$ cat src/rtl/board_io_pkg.sv
// Shared board I/O constants: clock rate, default button timing and the
// button conditioner FSM state encoding.
package board_io_pkg;

    localparam int CLK_HZ = 50_000_000;

    // 20 ms debounce, 0.5 s initial repeat delay, 5 repeats per second
    localparam int DEBOUNCE_DEFAULT      = CLK_HZ / 50;
    localparam int REPEAT_DELAY_DEFAULT  = CLK_HZ / 2;
    localparam int REPEAT_PERIOD_DEFAULT = CLK_HZ / 5;

    localparam logic [1:0] RELEASED   = 2'd0;
    localparam logic [1:0] HOLD_DELAY = 2'd1;
    localparam logic [1:0] REPEATING  = 2'd2;

    function automatic int max_int(input int a, input int b);
        return (a > b) ? a : b;
    endfunction

endpackage

$ cat src/rtl/sync_2ff.sv
// Two-flop synchroniser for one asynchronous input; both stages reset to 0.
module sync_2ff (
    input  logic clk,
    input  logic rst_n,
    input  logic d,
    output logic q
);

    logic meta_q;
    logic sync_q;

    // Shift the raw pin through two flops to settle metastability
    always_ff @(posedge clk or negedge rst_n) begin
        if (!rst_n) begin
            meta_q <= 1'b0;
            sync_q <= 1'b0;
        end else begin
            meta_q <= d;
            sync_q <= meta_q;
        end
    end

    assign q = sync_q;

endmodule

$ cat src/rtl/button_conditioner.sv
// Push-button front end: synchronise, debounce, and emit registered press,
// release and optional auto-repeat strobes.
module button_conditioner
    import board_io_pkg::*;
#(
    parameter int DEBOUNCE_CYCLES = DEBOUNCE_DEFAULT,
    parameter bit REPEAT_EN       = 1'b1,
    parameter int REPEAT_DELAY    = REPEAT_DELAY_DEFAULT,
    parameter int REPEAT_PERIOD   = REPEAT_PERIOD_DEFAULT
) (
    input  logic clk,
    input  logic rst_n,
    input  logic btn_in,
    output logic level_out,
    output logic press_pulse,
    output logic release_pulse
);

    localparam int DB_W     = $clog2(DEBOUNCE_CYCLES + 1);
    localparam int HOLD_MAX = max_int(REPEAT_DELAY, REPEAT_PERIOD);
    localparam int HOLD_W   = $clog2(HOLD_MAX + 1);

    localparam logic [DB_W-1:0]   DB_LAST     = DB_W'(DEBOUNCE_CYCLES - 1);
    localparam logic [HOLD_W-1:0] DELAY_LAST  = HOLD_W'(REPEAT_DELAY - 1);
    localparam logic [HOLD_W-1:0] PERIOD_LAST = HOLD_W'(REPEAT_PERIOD - 1);

    logic              sync_s;
    logic              rise_s;
    logic              fall_s;
    logic [DB_W-1:0]   db_cnt_d,  db_cnt_q;
    logic              level_d,   level_q;
    logic [1:0]        state_d,   state_q;
    logic [HOLD_W-1:0] hold_d,    hold_q;
    logic              press_d,   press_q;
    logic              release_d, release_q;

    sync_2ff u_sync (
        .clk   (clk),
        .rst_n (rst_n),
        .d     (btn_in),
        .q     (sync_s)
    );

    // Stable-time debounce: level flips only after an unbroken disagreement run
    always_comb begin
        db_cnt_d = db_cnt_q;
        level_d  = level_q;
        if (sync_s != level_q) begin
            if (db_cnt_q == DB_LAST) begin
                level_d  = ~level_q;
                db_cnt_d = '0;
            end else begin
                db_cnt_d = db_cnt_q + DB_W'(1);
            end
        end else begin
            db_cnt_d = '0;
        end
    end

    // Edges are taken from the next-state level so pulses align with level_out
    assign rise_s = level_d & ~level_q;
    assign fall_s = ~level_d & level_q;

    // Press/hold/repeat FSM; a falling level overrides any repeat due this cycle
    always_comb begin
        state_d   = state_q;
        hold_d    = hold_q;
        press_d   = 1'b0;
        release_d = 1'b0;
        if (fall_s) begin
            state_d   = RELEASED;
            hold_d    = '0;
            release_d = 1'b1;
        end else if (rise_s) begin
            state_d = HOLD_DELAY;
            hold_d  = '0;
            press_d = 1'b1;
        end else begin
            case (state_q)
                RELEASED: begin
                    hold_d = '0;
                end
                HOLD_DELAY: begin
                    if (hold_q == DELAY_LAST) begin
                        if (REPEAT_EN) begin
                            state_d = REPEATING;
                            hold_d  = '0;
                            press_d = 1'b1;
                        end else begin
                            hold_d = hold_q;
                        end
                    end else begin
                        hold_d = hold_q + HOLD_W'(1);
                    end
                end
                REPEATING: begin
                    if (hold_q == PERIOD_LAST) begin
                        hold_d  = '0;
                        press_d = 1'b1;
                    end else begin
                        hold_d = hold_q + HOLD_W'(1);
                    end
                end
                default: begin
                    state_d = RELEASED;
                    hold_d  = '0;
                end
            endcase
        end
    end

    // State and output registers
    always_ff @(posedge clk or negedge rst_n) begin
        if (!rst_n) begin
            db_cnt_q  <= '0;
            level_q   <= 1'b0;
            state_q   <= RELEASED;
            hold_q    <= '0;
            press_q   <= 1'b0;
            release_q <= 1'b0;
        end else begin
            db_cnt_q  <= db_cnt_d;
            level_q   <= level_d;
            state_q   <= state_d;
            hold_q    <= hold_d;
            press_q   <= press_d;
            release_q <= release_d;
        end
    end

    assign level_out     = level_q;
    assign press_pulse   = press_q;
    assign release_pulse = release_q;

endmodule

$ cat config.mk
export PLATFORM = sky130hd
export DESIGN_NAME = button_conditioner
export DESIGN_NICKNAME = d
export VERILOG_FILES = /design/src/rtl/board_io_pkg.sv /design/src/rtl/sync_2ff.sv /design/src/rtl/button_conditioner.sv
export SDC_FILE = /design/constraint.sdc
export NUM_CORES = 1
export LEC_CHECK = 0
export ABC_AREA = 0
export CORE_ASPECT_RATIO = 1.25
export CORE_MARGIN = 3
export CORE_UTILIZATION = 60
export CTS_CLUSTER_SIZE = 30
export DETAILED_ROUTE_END_ITERATION = 6
export PLACE_DENSITY_LB_ADDON = 0.12
export SLEW_MARGIN = 0
export SYNTH_ARGS = -nofsm -noshare
export SYNTH_HDL_FRONTEND = slang
export SYNTH_SLANG_ARGS = --single-unit
$ cat constraint.sdc
create_clock -name clk -period 4.1 [get_ports clk]
set_clock_uncertainty 0.15 [all_clocks]
set_input_delay 0.82 -clock clk [delete_from_list [all_inputs] [get_ports clk]]
set_output_delay 0.82 -clock clk [all_outputs]
set_load 0.02 [all_outputs]
==> results of run 1 <==
==> cells in the mapped netlist (all sizes together), types with 5 or more instances <==
cell / count
xnor2: 13
ha: 7
nor3: 5
xor2: 29
nor2: 51
dfrtp: 52
nor4: 8
nand4: 8
and3: 6
nand3: 26
nand2: 15
inv: 9
==> critical path, cell delays in order (launching register included) <==
cell and delay [ns]:
dfrtp_1 0.42, or4_1 0.52, nor3_1 0.12, and4_1 0.24
mux2i_1 0.27, inv_1 0.10, ha_1 0.24, nor2_1 0.19
nand2_1 0.09, o22a_2 0.41, nor2_1 0.17
==> placed cells by master, fill, tap and decap left out, drive strengths merged <==
| cell | netlist | routed |
|---|---|---|
| clkinvlp | 0 | 2 |
| a32o | 2 | 2 |
| or2 | 3 | 3 |
| nor4 | 8 | 8 |
| and2b | 1 | 1 |
| o22a | 1 | 1 |
| or4bb | 1 | 1 |
| dfrtp | 52 | 52 |
| ha | 7 | 7 |
| nand3 | 26 | 26 |
| xor2 | 29 | 29 |
| clkdlybuf4s50 | 0 | 4 |
| nand4b | 1 | 1 |
| a22oi | 1 | 1 |
| and2 | 3 | 3 |
| a21oi | 1 | 1 |
| a22o | 1 | 1 |
| xnor2 | 13 | 13 |
| nor2 | 51 | 51 |
| o21ai | 1 | 1 |
| or4b | 1 | 1 |
| clkbuf | 0 | 6 |
| nand4 | 8 | 8 |
| or3 | 1 | 1 |
| or4 | 1 | 1 |
| and4 | 1 | 1 |
| inv | 9 | 9 |
| nand3b | 1 | 1 |
| mux2i | 1 | 1 |
| nor3 | 5 | 5 |
| nand2b | 1 | 1 |
| o22ai | 1 | 1 |
| nand2 | 15 | 15 |
| and3 | 6 | 6 |
| buf | 4 | 2 |
| nor4b | 3 | 3 |
==> final cells by class <==
type / instances / area (sq um) / share of cell area
Clock buffer: 6 / 82.6 / 0.0293
Timing Repair Buffer: 6 / 52.6 / 0.0186
Sequential cell: 52 / 1300 / 0.461
Clock inverter: 2 / 15.0 / 0.00532
Tap cell: 56 / 70.1 / 0.0248
Inverter: 9 / 33.8 / 0.0120
Multi-Input combinational cell: 195 / 1270 / 0.449
==> routing by layer <==
layer	GRT usage	vias up	share of wire
li1	-	900	-
met1	0.236	880	0.43
met2	0.363	7	0.54
met3	0.0378	4	0.016
met4	0.0622	0	0.012
met5	0	-	0
==> cells by family after synthesis <==
kind of cell	Yosys count
mux	1
fa+ha+maj	7
simple gates	137
flops	52
xor+xnor	42
buf+inv	13
compound gates	8
==> flip-flops by register name (all words and copies together), names as in the netlist <==
register       flops
level_out          1
state_q            2
u_sync.meta_q      1
db_cnt_q          20
hold_q            25
press_pulse        1
u_sync.q           1
release_pulse      1
==> worst paths after layout <==
path | startpoint | to
max in group asynchronous | rst_n | hold_q[19]$_DFF_PN0_
setup reg to reg | db_cnt_q[12]$_DFF_PN0_ | hold_q[2]$_DFF_PN0_
hold reg to reg | u_sync.meta_q$_DFF_PN0_ | u_sync.q$_DFF_PN0_
setup / recovery | db_cnt_q[12]$_DFF_PN0_ | hold_q[2]$_DFF_PN0_
hold / removal | u_sync.meta_q$_DFF_PN0_ | u_sync.q$_DFF_PN0_
min in group asynchronous | rst_n | db_cnt_q[7]$_DFF_PN0_
==> per-stage QoR <==
| stage | hold WS [ns] | utilization |
|---|---|---|
| final | 0.213 | 0.678 |
| after floorplan | 0.181 | - |
| after detailed placement | 0.187 | 0.654 |
| after CTS | 0.209 | 0.678 |
| after global placement | 0.190 | 0.654 |
| after global routing | 0.218 | 0.678 |
==> power breakdown <==
part,internal [mW],switching (mW)
Clock,0.137,0.168
Combinational,0.00483,0.0148
Sequential,0.516,0.00333
Total,0.657,0.186
==> qor.csv, run 1 <==
stage,metric,value,unit
finish,Synth-to-Final Area Change,7.12,%
routing,DR iter-0 viols,93,
synthesis,post-synthesis simple-gate area fraction,0.280,
worst_setup_path,Worst EP required,4.18,ns
synthesis,prevailing post-synth register cell,dfrtp_1,
timing,final setup margin,1.09,ns
clocking,CTS Root Cell,clkbuf_8,
power,Pwr Density,299,nW/um^2
global_route,GRT Total Usage,0.200,
routing,WL final,4560,microns
finish,"Cell Count, Final, Fillers Out",326,
timing,"Slew Viols, Final",0,
synthesis,#FFs+latches synth,52,
floorplanning,die width,65.3,microns
timing,Slew @ Worst Pin,0.702,ns
hold_path,Hold Crit Class,reg -> reg,
finish,antenna cell count,0,
global_route,vias in the first global route,1808,
routing,Vias,1791,
routing,DR vias/cell,5.49,
finish,proportion of layout cells with a drive suffix above 1,0.0889,
synthesis,Syn Inst Count,260,
synthesis,mux share of post-synthesis cell area,0.00380,
floorplanning,full die area,5230,sq um
global_route,first-pass GRT wire length,8070,microns
synthesis,Post-synth EDFFs,0,
timing,Final period util,0.733,
routing,DR pass1 iterations,4,
hold_path,hold depth,0,
synthesis,Yosys top cell by area,dfrtp_1,
clocking,clk buf depth,2,
placement,I/O Buffers,5,
worst_setup_path,Worst setup EP type,flop,
clocking,CTS tree,done,
clocking,Worst-path clk slew,0.10,ns
synthesis,Synth Warn #,0,
worst_setup_path,Worst EP arrival,3.09,ns
synthesis,main area contributors after synthesis,"dfrtp_1 49%, xor2_1 9.6%, nor2_1 7.3%, nand3_1 4.9%, xnor2_1 4.3%",
worst_setup_path,R2R depth,10,
power,Leak Pwr,1.17,nW
synthesis,Post-Synth XOR/XNOR Area,0.140,
run,max-cap viol count,0,
floorplanning,# rows,26,
clocking,hold_buf cts,0,
timing,setup TNS,0,ns
timing,Max transition margin,0.528,
outcome,outcome,completed,
synthesis,async set or reset register ratio after synthesis,1.00,
timing,unrepaired setup endpoints after global routing,no,
timing,fin crit period,3.01,ns
timing,fmax,333,MHz
synthesis,Syn Nets,270,
clocking,CTS H-tree lvls,2,
power,worst vdd ir,0.000211,V
synthesis,number of distinct library cells after synthesis,40,
clocking,# resized after CTS,0,
synthesis,largest family of logic cells by synthesized area,simple AND/OR/NAND/NOR gates,
floorplanning,Die Y,80.1,microns
routing,Residual DRC,0,
worst_setup_path,CP Class,reg -> reg,
synthesis,post-synthesis compound-gate area fraction,0.0242,
floorplanning,Top Ports,6,
clocking,Inserted Clock Buffers,5,
finish,nets@finish,279,
worst_setup_path,CP Launch Type,flop,
placement,hpwl dp,3240,microns
clocking,Sink Count,52,
global_route,largest net degree at the start of global routing,32,
worst_setup_path,Crit Path Max Fanout,24,
synthesis,sequential share of the synthesized area,0.494,
global_route,initial antenna violation count,0,
synthesis,Synth Cell Area,2640,sq um
placement,dpl cells,318,
floorplanning,total core area,4160,sq um
placement,placed inst area,2730,sq um
timing,final setup fails,0,
finish,Fillers,379,
clocking,Worst-Skew Late Latency,0.30,ns
timing,Fin. Hold Viols,0,
synthesis,Synth Area in Adders,0.0332,
global_route,total gr overflow,0,
routing,routed len/inst,14.0,microns
placement,dpl ws,1.16,ns
worst_setup_path,R2R Setup Slk,1.09,ns
synthesis,synthesized area per cell,10.1,sq um
placement,Routability Congestion,0.761,
synthesis,share of the synthesized area in the top cell type,0.494,
finish,design area,2820,sq um
floorplanning,Initial Utilization,0.633,
routing,post-route ant nets,0,
power,Tot Pwr,0.843,mW
clocking,post-CTS setup buffers,0,
Note: power is estimated with default switching activity, not from simulation.
==> run 2, diff against run 1 <==
Settings changed: CORE_UTILIZATION 60 to 55.
Clock period 4.1 ns to 2.5 ns, I/O delays scaled along.
==> run 2 against run 1 <==
Against the previous run:
- the flow now finishes with violations (negative setup slack)
- total power up 77%
- largest power group unchanged
- global-route usage is 0.75 points higher
- sequential share of layout area down 4.9 points
- core utilization grew 1.9 points
- highest routed layer unchanged
- via count increased by 8.0%
- fmax is 12% higher
- cell count is 6.7% higher
- clock power grew 97%
- combinational power is 110% higher
- worst setup slack got worse by 1.3 ns
- design area rose by 12%
- clock-buffer cell count unchanged
==> qor.csv, run 2 (synthesis gave the netlist of run 1 again) <==
stage,metric,value,unit,change
worst_setup_path,Worst EP required,2.59,ns,-1.59 ns
routing,Residual DRC,0,,unchanged
clocking,CTS Root Cell,clkbuf_8,,
timing,"Slew Viols, Final",0,,unchanged
worst_setup_path,CP Launch Type,flop,,
finish,Biggest register,hold_q,,
worst_setup_path,"critical path, cell by cell",or4_4 -> nor3_2 -> and4_1 -> mux2i_1 -> inv_1 -> ha_4 -> nor2_4 -> nand2_4 -> o22a_4 -> nor2_2,,
clocking,Inserted Clock Buffers,5,,unchanged
worst_setup_path,Crit Path Max Fanout,6,,-75%
worst_setup_path,max incr delay on CP,0.52,ns,about the same
floorplanning,Initial Utilization,0.582,,-0.0507
outcome,violated checks,negative setup slack,,
power,Leak Pwr,1.29,nW,+10%
clocking,Worst-path clk slew,0.09,ns,about the same
timing,Slew @ Worst Pin,0.900,ns,+0.198 ns
floorplanning,# rows,27,,+3.8%
timing,final setup fails,27,,+27
power,Pwr Density,473,nW/um^2,+58%
timing,Max transition margin,0.393,,-0.134
placement,I/O Buffers,5,,unchanged
floorplanning,total core area,4530,sq um,+8.7%
hold_path,Hold Crit Class,reg -> reg,,
global_route,initial antenna violation count,0,,unchanged
worst_setup_path,kind of cell adding the most delay to the critical path,simple AND/OR/NAND/NOR gates,,
routing,DR vias/cell,5.56,,+1.2%
timing,Final period util,1.07,,+0.338
worst_setup_path,CP Class,reg -> reg,,
routing,WL final,5290,microns,+16%
clocking,clk buf depth,2,,unchanged
timing,fmax,373,MHz,+12%
placement,Routability Congestion,0.759,,-0.33%
floorplanning,Die Y,83.4,microns,+4.1%
global_route,GRT Total Usage,0.207,,+0.00746
finish,antenna cell count,0,,unchanged
finish,Synth-to-Final Area Change,19.8,%,
worst_setup_path,Worst Path Buf+Inv,1,,unchanged
finish,max reg flops,25,,unchanged
routing,DR iter-0 viols,95,,+2.2%
global_route,vias in the first global route,2010,,+11%
clocking,Worst-Skew Late Latency,0.31,ns,about the same
finish,nets@finish,299,,+7.2%
global_route,total gr overflow,0,,unchanged
finish,"commonest non-fill, non-tap cells in the layout","52 x dfrtp_1, 37 x nor2_1, 29 x xor2_1",,
routing,routed len/inst,15.2,microns,+8.6%
power,Tot Pwr,1.49,mW,+77%
placement,hpwl dp,3400,microns,+4.9%
clocking,CTS tree,done,,
outcome,outcome,"complete, but fails checks",,
worst_setup_path,"Slowest-stage cell, CP",or4_4,,
timing,unrepaired setup endpoints after global routing,yes,,
finish,design area,3160,sq um,+12%
placement,placed inst area,2850,sq um,+4.7%
clocking,CTS H-tree lvls,2,,unchanged
finish,proportion of layout cells with a drive suffix above 1,0.224,,+0.135
worst_setup_path,Worst setup EP type,flop,,
finish,biggest regs,"hold_q: 25 flops, db_cnt_q: 20 flops, state_q: 2 flops",,
routing,post-route ant nets,0,,unchanged
floorplanning,Top Ports,6,,unchanged
clocking,Sink Count,52,,unchanged
global_route,first-pass GRT wire length,9000,microns,+11%
finish,"leading cell type in the layout, fill and taps excluded",dfrtp_1,,
power,worst vdd ir,0.000463,V,+120%
global_route,largest net degree at the start of global routing,21,,-34%
timing,final setup margin,-0.179,ns,-1.27 ns
floorplanning,die width,67.9,microns,+4.0%
worst_setup_path,Worst EP arrival,2.76,ns,-0.33 ns
timing,fin crit period,2.68,ns,-0.327 ns
routing,DR pass1 iterations,4,,unchanged
routing,Vias,1934,,+8.0%
timing,Fin. Hold Viols,0,,unchanged
run,max-cap viol count,0,,unchanged
floorplanning,full die area,5660,sq um,+8.3%
-- run 2: cell count changes in the layout (fill, tap and decap cells not counted), sizes merged --
cell         before  now
o22a              1    4
dlygate4sd3       0    1
bufinv            0    1
clkinv            0    1
buf               2   18
clkinvlp          2    0
-- run 2: worst paths after layout --
check,depth (start not counted),from,slack (ns),end
setup / recovery,10,db_cnt_q[13]$_DFF_PN0_,-0.18,hold_q[24]$_DFF_PN0_
hold / removal,0,u_sync.meta_q$_DFF_PN0_,0.23,u_sync.q$_DFF_PN0_
setup reg to reg,10,db_cnt_q[13]$_DFF_PN0_,-0.18,hold_q[24]$_DFF_PN0_
hold reg to reg,0,u_sync.meta_q$_DFF_PN0_,0.23,u_sync.q$_DFF_PN0_
max in group asynchronous,3,rst_n,1.11,hold_q[19]$_DFF_PN0_
min in group asynchronous,2,rst_n,0.49,db_cnt_q[8]$_DFF_PN0_
-- run 2: power by group --
part	switching (mW)	internal (mW)	total (mW)	leakage (nW)
Sequential	0.00373	0.846	0.850	0.720
Clock	0.274	0.327	0.602	0.0614
Combinational	0.0276	0.0143	0.0419	0.507
-- run 2: routing by layer --
metal | up-vias | track usage | wire length (microns)
met3 | 13 | 0.0392 | 109
li1 | 948 | - | -
met2 | 24 | 0.368 | 2910
met1 | 949 | 0.233 | 2110
met5 | - | 0 | 0
met4 | 0 | 0.0868 | 160
-- run 2: what timing repair did --
item / in CTS / in global routing
gates cloned: 3 / 0
pin swaps: 19 / 3
endpoints found under the setup margin: 27 / 28
hold buffers: 1 / 0
endpoints found under the hold margin: 17 / 0
gates resized for setup: 13 / 17
setup buffers: 2 / 0
-- run 2: stage by stage --
stage	util	setup TNS, ns	instances	hold slack, ns	worst slack (ns)
CTS	0.686	-3.35	348	0.228	-0.169
finish	0.697	-3.93	348	0.226	-0.179
detailed placement	0.630	-6.05	334	0.207	-0.265
floorplan	-	-1.14	260	0.0544	-0.0591
global placement	0.630	-3.73	334	0.192	-0.164
global route	0.697	-8.03	348	0.245	-0.342
-- run 2: cell type report --
type,instances,area (sq um)
inverter,9,33.8
timing repair buffer,23,186
fill,377,1370
tap,58,72.6
sequential,52,1300
clock buffer,6,82.6
clock inverter,2,38.8
multi-input combinational,198,1440
